$ cat src/rtl/lieat_pipe_pkg.sv
// Shared definitions for lieat pipeline stage boundaries: skid state encoding and boot vector.
package lieat_pipe_pkg;

  typedef enum logic [1:0] {
    ST_EMPTY = 2'b00,
    ST_BUSY  = 2'b01,
    ST_FULL  = 2'b11
  } pipe_state_e;

  localparam logic [31:0] BOOT_VECTOR = 32'h8000_0000;

endpackage

$ cat src/rtl/lieat_pipe_skid_dff.sv
// General-purpose flop primitives: load-enable with reset-to-default, without reset,
// and with reset-to-zero. All resets are asynchronous active-low.
module lieat_general_dffrd #(
  parameter int              DW      = 32,
  parameter logic [DW-1:0]   DEFAULT = '0
) (
  input  logic          clk,
  input  logic          rstn,
  input  logic          lden,
  input  logic [DW-1:0] dnxt,
  output logic [DW-1:0] qout
);
  always_ff @(posedge clk or negedge rstn) begin
    if (!rstn)     qout <= DEFAULT;
    else if (lden) qout <= dnxt;
  end
endmodule

module lieat_general_dffl #(
  parameter int DW = 32
) (
  input  logic          clk,
  input  logic          lden,
  input  logic [DW-1:0] dnxt,
  output logic [DW-1:0] qout
);
  always_ff @(posedge clk) begin
    if (lden) qout <= dnxt;
  end
endmodule

module lieat_general_dfflr #(
  parameter int DW = 32
) (
  input  logic          clk,
  input  logic          rstn,
  input  logic          lden,
  input  logic [DW-1:0] dnxt,
  output logic [DW-1:0] qout
);
  always_ff @(posedge clk or negedge rstn) begin
    if (!rstn)     qout <= '0;
    else if (lden) qout <= dnxt;
  end
endmodule

$ cat src/rtl/lieat_pipe_skid.sv
// Registered valid/ready stage boundary with a one-beat skid buffer (full throughput).
// Optional pipeline kill input enabled by defining LIEAT_PIPE_FLUSH_EN.
module lieat_pipe_skid
  import lieat_pipe_pkg::*;
#(
  parameter int          DW       = 32,
  parameter logic [31:0] RST_DATA = BOOT_VECTOR
) (
  input  logic          clk,
  input  logic          rstn,
  input  logic          i_valid,
  output logic          i_ready,
  input  logic [DW-1:0] i_data,
  output logic          o_valid,
  input  logic          o_ready,
  output logic [DW-1:0] o_data
`ifdef LIEAT_PIPE_FLUSH_EN
  ,
  input  logic          flush
`endif
);

  logic [1:0]    state_q;
  pipe_state_e   state_next;
  logic          main_ld;
  logic [DW-1:0] main_d;
  logic          skid_ld;
  logic [DW-1:0] skid_q;
  logic          kill;
  logic          in_xfer;
  logic          out_xfer;

`ifdef LIEAT_PIPE_FLUSH_EN
  assign kill = flush;
`else
  assign kill = 1'b0;
`endif

  // Encoding makes bit 0 "main valid" and bit 1 "skid valid", so both handshake
  // outputs come straight off the state register.
  assign o_valid  = state_q[0];
  assign i_ready  = ~state_q[1];
  assign in_xfer  = i_valid & i_ready;
  assign out_xfer = o_valid & o_ready;

  always_comb begin
    state_next = pipe_state_e'(state_q);
    main_ld    = 1'b0;
    main_d     = i_data;
    skid_ld    = 1'b0;
    case (pipe_state_e'(state_q))
      ST_EMPTY: begin
        if (in_xfer) begin
          main_ld    = 1'b1;
          state_next = ST_BUSY;
        end
      end
      ST_BUSY: begin
        if (in_xfer && out_xfer) begin
          main_ld = 1'b1;
        end else if (in_xfer) begin
          skid_ld    = 1'b1;
          state_next = ST_FULL;
        end else if (out_xfer) begin
          state_next = ST_EMPTY;
        end
      end
      ST_FULL: begin
        if (out_xfer) begin
          main_ld    = 1'b1;
          main_d     = skid_q;
          state_next = ST_BUSY;
        end
      end
      default: state_next = ST_EMPTY;
    endcase
    // Kill wins over every transfer; o_data is deliberately left untouched.
    if (kill) begin
      state_next = ST_EMPTY;
      main_ld    = 1'b0;
      skid_ld    = 1'b0;
    end
  end

  lieat_general_dffrd #(.DW(DW), .DEFAULT(DW'(RST_DATA))) u_main (
    .clk  (clk),
    .rstn (rstn),
    .lden (main_ld),
    .dnxt (main_d),
    .qout (o_data)
  );

  lieat_general_dffl #(.DW(DW)) u_skid (
    .clk  (clk),
    .lden (skid_ld),
    .dnxt (i_data),
    .qout (skid_q)
  );

  lieat_general_dfflr #(.DW(2)) u_state (
    .clk  (clk),
    .rstn (rstn),
    .lden (1'b1),
    .dnxt (state_next),
    .qout (state_q)
  );

endmodule

$ cat config.mk
export PLATFORM = sky130hd
export DESIGN_NAME = lieat_pipe_skid
export DESIGN_NICKNAME = d
export VERILOG_FILES = /design/src/rtl/lieat_pipe_pkg.sv /design/src/rtl/lieat_pipe_skid_dff.sv /design/src/rtl/lieat_pipe_skid.sv
export SDC_FILE = /design/constraint.sdc
export NUM_CORES = 1
export LEC_CHECK = 0
export ABC_AREA = 1
export CAP_MARGIN = 5
export CORE_ASPECT_RATIO = 1.75
export CORE_MARGIN = 2
export CORE_UTILIZATION = 49
export CTS_BUF_LIST = sky130_fd_sc_hd__clkbuf_16
export CTS_CLUSTER_SIZE = 14
export DETAILED_ROUTE_END_ITERATION = 12
export GPL_ROUTABILITY_DRIVEN = 0
export PLACE_DENSITY_LB_ADDON = 0.3
export SYNTH_ARGS = -nofsm -noshare
export SYNTH_HDL_FRONTEND = slang
export SYNTH_SLANG_ARGS = --single-unit
$ cat constraint.sdc
create_clock -name clk -period 3.2 [get_ports clk]
set_clock_uncertainty 0.2 [all_clocks]
set_input_delay 0.96 -clock clk [delete_from_list [all_inputs] [get_ports clk]]
set_output_delay 0.96 -clock clk [all_outputs]
set_load 0.01 [all_outputs]
* Word-level counts from Yosys, hierarchy flattened
Cells that the tools add are included.
** Word-level totals
- Input port bits :: 36
- Register bits :: 66
** Cells by class
- Mux-type cells :: 14
- Equality and inequality tests :: 6
- Bitwise gates (word level) :: 3
- Reduce and logical (&&, ||, !) cells :: 3
** Operators by type and width (number)
- $mux W32 :: 2
- $mux W2 :: 5
- $ne A2 B2 Y1 const B :: 3
- $pmux W2 S3 :: 1
- $mux W1 :: 5
- $reduce_and A4 Y1 :: 1
- $ne A3 B3 Y1 const B :: 1
- $pmux W1 S3 :: 1
- $and A1 B1 Y1 :: 2
- $eq A2 B1 Y1 const B :: 1
- $eq A2 B2 Y1 const B :: 1
- $logic_not A2 Y1 :: 1
- $logic_and A1 B1 Y1 :: 1
- $not A1 Y1 :: 1

* Depth between registers and ports, before layout
- Depth after elaboration :: 5
- Mapped depth :: 10
- Mapped depth without buffers :: 9

* Cells and area by module
From an unflattened synthesis, not the netlist that was laid out.
** Second synthesis, totals
- Cells, all modules :: 302
- Area total of the unflattened synthesis :: 2946.6 um^2
** Modules (own cells, without submodules)
- lieat_general_dffrd :: seq. area each 802.0 um^2, cells each 136, area each 1293.7 um^2, times used 1
- lieat_general_dffl :: seq. area each 960.9 um^2, cells each 32, area each 960.9 um^2, times used 1
- lieat_pipe_skid :: seq. area each 0.0 um^2, cells each 125, area each 615.6 um^2, times used 1
- lieat_general_dfflr :: seq. area each 50.0 um^2, cells each 9, area each 76.3 um^2, times used 1

* Worst setup path before layout
OpenSTA, ideal clock, no wires.
- Path type :: input -> register
- From :: in i_valid
- To :: reg u_skid.qout[0] (enable)
- Setup time :: 0.421 ns
- Stages on the path :: 4
- Arrival :: 2.509 ns
- Setup slack :: 0.070 ns
- Buffers on the path :: 0
- Cells stage by stage :: inv_1 -> nor2_1 -> inv_1 -> nor2_1
** On the way
- Cells in the longest elaborated chain, start to end :: 4
** RTL lines
- start, declared :: RTL line lieat_pipe_skid.sv:11 : input logic i_valid,
- $and A1 B1 Y1 (*) :: RTL line lieat_pipe_skid.sv:43 : assign in_xfer = i_valid & i_ready;
- $mux W1 or $logic_and A1 B1 Y1 (tied branches) :: RTL line lieat_pipe_skid.sv:61, lieat_pipe_skid.sv:59
- $mux W1 (*) :: RTL line lieat_pipe_skid.sv:59 : if (in_xfer && out_xfer) begin
- $mux W1 (*) :: RTL line lieat_pipe_skid.sv:51 : case (pipe_state_e'(state_q))
- net skid_ld :: RTL line lieat_pipe_skid.sv:27 : logic skid_ld;
- end signal, assigned :: RTL line lieat_pipe_skid_dff.sv:28 : if (lden) qout <= dnxt;
- end, declared :: RTL line lieat_pipe_skid_dff.sv:25 : output logic [DW-1:0] qout
Mark *: on every way through the listed nets, which the timed path passes. The rest lies on a longest branch.
A chain may end at the register's enable or synchronous reset.

* Worst setup path after layout
- From :: reg u_state.qout[1]
- To :: out i_ready
** On the way
- Cells in the longest elaborated chain, start to end :: 1
** RTL lines
- start, declared :: RTL line lieat_pipe_skid_dff.sv:39 : output logic [DW-1:0] qout
- start signal, assigned :: RTL line lieat_pipe_skid_dff.sv:43 : else if (lden) qout <= dnxt;
- $not A1 Y1 :: RTL line lieat_pipe_skid.sv:42 : assign i_ready = ~state_q[1];
- end, declared :: RTL line lieat_pipe_skid.sv:12 : output logic i_ready,
No other way between the ends.

==> impl_metrics.json <==
{
  "fillCellCount": 521,
  "yosysMostFrequentCell": "nand2_1",
  "crit_chain": "inv_1 -> clkdlybuf4s50_1",
  "cts_hold_buf": 0,
  "area_delta_synth_final_pct": 33.8,
  "start_kind": "flip-flop",
  "std_cell_rows": 37,
  "slowest_delay_ps": 560,
  "final-hold-violation-count": 0,
  "cts_tree": "built",
  "core-area_sq_um": 5830,
  "avgSynthCellArea_sq_um": 9.27,
  "cts_inserted_buffers": 9,
  "final_nets": 423,
  "met1_usage_pct": 21.4,
  "drive_gt1_share_pct": 6.96,
  "initial_core_util_pct": 50.1,
  "cp_top_family": "buffers and inverters",
  "worst_pin_slew_ps": 739,
  "cts.reportedPaths.clkPinSlew_ps": 50,
  "design_area_sq_um": 3910,
  "total_power_mw": 3.57,
  "path_buf_inv": 2,
  "slew_violations": 0,
  "power.density_nw_per_um2": 913,
  "cts.sinks": 66,
  "grt_most_used_layer": "met2",
  "leakage_nw": 1.81,
  "timing.setup.tns_ps": 0,
  "hold_ws_ps": 263,
  "grt.met2_usage_pct": 36.2,
  "route.detailed.wl_per_inst_um": 13.0,
  "drtAntennaViolNets": 0,
  "synth_top_cell_area_share_pct": 32.9,
  "cts_resized": 0,
  "synth_ff_type": "dfrtp_1",
  "ir_drop_mv": 0.540,
  "vias_per_cell": 5.04,
  "synth-seq-area-share_pct": 62.1,
  "antenna_found_initial": 0,
  "stdcell_count": 466,
  "netlist_top_cells_area": "edfxtp_1, dfrtp_1, nand2_1, nand3_1, ha_1",
  "placedInstanceArea_sq_um": 3650,
  "ys_seq_elements": 66,
  "maxCapViolations": 0,
  "fp.dieArea_sq_um": 6620,
  "crit_type": "flip-flop to output port",
  "cpMaxStageDelayCell": "clkdlybuf4s50_1",
  "synth-async-reset-ratio_pct": 51.5,
  "grt_pass1_vias": 2295,
  "insertion_delay_ps": 320,
  "routed_wl_um": 6050,
  "vias": 2349,
  "setup.worst_path.end_class": "output port",
  "die_w_um": 62.4,
  "status": "finished, final reports clean",
  "min_period_ps": 2640,
  "yosysWarningCount": 0,
  "htreeDepth": 3,
  "hold_path_class": "flip-flop to flip-flop",
  "ys_types": 16,
  "rsz0062_at_grt": "no",
  "overflow": 0,
  "critPathMaxFanout": 5,
  "fin_ws_ps": 559,
  "fin_crit_sh_pct": 82.5,
  "finalSetupViolations": 0,
  "root_buffer": "clkbuf_16",
  "grtUsageTotal_pct": 20.1,
  "globalRouteMet3Util_pct": 4.66,
  "fp.dieH_um": 106,
  "fin_util_pct": 67.0,
  "grt_start_max_net_pins": 35,
  "io_pins": 70,
  "netlist_instances": 315,
  "drt-initial-drc-count": 102,
  "diodes": 0,
  "syn_nets": 355,
  "dp_hpwl_um": 4230,
  "relSlewSlack_pct": 50.8,
  "syn_area_sq_um": 2920,
  "register_area_sq_um": 1810,
  "grt_first_pass_wirelength_um": 10400,
  "port_buffers": 69,
  "cts_setup_buffers": 0,
  "first_pass_iters": 4,
  "multiInputGateArea_sq_um": 971,
  "dp_slack_ps": 246,
  "max_freq_mhz": 379,
  "synth_edf_count": 32,
  "post-place-cells": 450,
  "ys_top_cells_by_count": "nand2_1, nand3_1, dfrtp_1",
  "cp.arrival_ps": 1480,
  "drc": 0,
  "cts_max_path_buffers": 2,
  "yosys.area.top_type": "edfxtp_1",
  "cp.required_ps": 2040
}
## cells in the final DEF, fill, tap and decap left out, types with 2 or more instances in the layout
cell,netlist,final
buf_4,3,7
clkbuf_16,0,9
clkdlybuf4s50_1,0,68
clkinv_1,0,2
clkinv_2,0,3
dfrtp_1,33,33
edfxtp_1,32,32
ha_1,4,4
inv_1,7,9
inv_2,2,2
nand2_1,138,138
nand2_2,2,2
nand3_1,69,69
nor2_1,6,5
## logic make-up (layout without fill, tap and decap cells)
| family | count (synthesis) | in the layout | share of synthesized area [%] |
|---|---|---|---|
| adder cells (fa/ha/maj) | 4 | 4 | 1.71 |
| flip-flops | 66 | 66 | 62.1 |
| AND/OR/NAND/NOR | 216 | 216 | 31.1 |
| AO/OA/AOI/OAI | 1 | 1 | 0.171 |
| buffers and inverters | 28 | 101 | 4.93 |
## final timing paths
path / from / end / cells past startpoint / slack, ps
max in group asynchronous: rstn / u_main.qout[2] / 1 / 1830
hold reg to reg: u_main.qout[19] / u_main.qout[19] / 2 / 260
setup / recovery: u_state.qout[1] / i_ready / 2 / 560
min in group asynchronous: rstn / u_state.qout[0] / 1 / 500
setup reg to reg: u_state.qout[1] / u_main.qout[17] / 9 / 1050
hold / removal: u_main.qout[19] / u_main.qout[19] / 2 / 260
## where the power goes
group	internal (mW)	total [mW]	switching, mW
registers	1.21	1.35	0.144
logic	0.622	1.38	0.763
clock network	0.507	0.834	0.326
## metal layers
metal,share of wire [%],wire (um)
met1,37,2250
met3,4.3,261
met5,0,0
met2,55,3330
met4,3.5,210
## registers in the layout, indices dropped and copies added, names as in the netlist
| name | flops |
|---|---|
| u_main.qout | 32 |
| u_state.qout | 2 |
| u_skid.qout | 32 |
## layout make-up
type / count / share of cell area, %
multi-input cells: 221 / 24.8
well taps: 78 / 2.50
clock buffers: 9 / 5.76
flip-flops and latches: 66 / 46.4
clock inverters: 7 / 0.768
inverters: 9 / 0.864
repair buffers: 76 / 18.9
## worst register-to-register path: stages (launching register included)
cell	delay (ps)
dfrtp_1	430
inv_1	160
ha_1	200
nand3_1	80
nand2_1	90
inv_2	40
nand2_2	190
nand2_2	390
nand2_1	180
nand2_1	70
(Power assumes the default switching activity.)
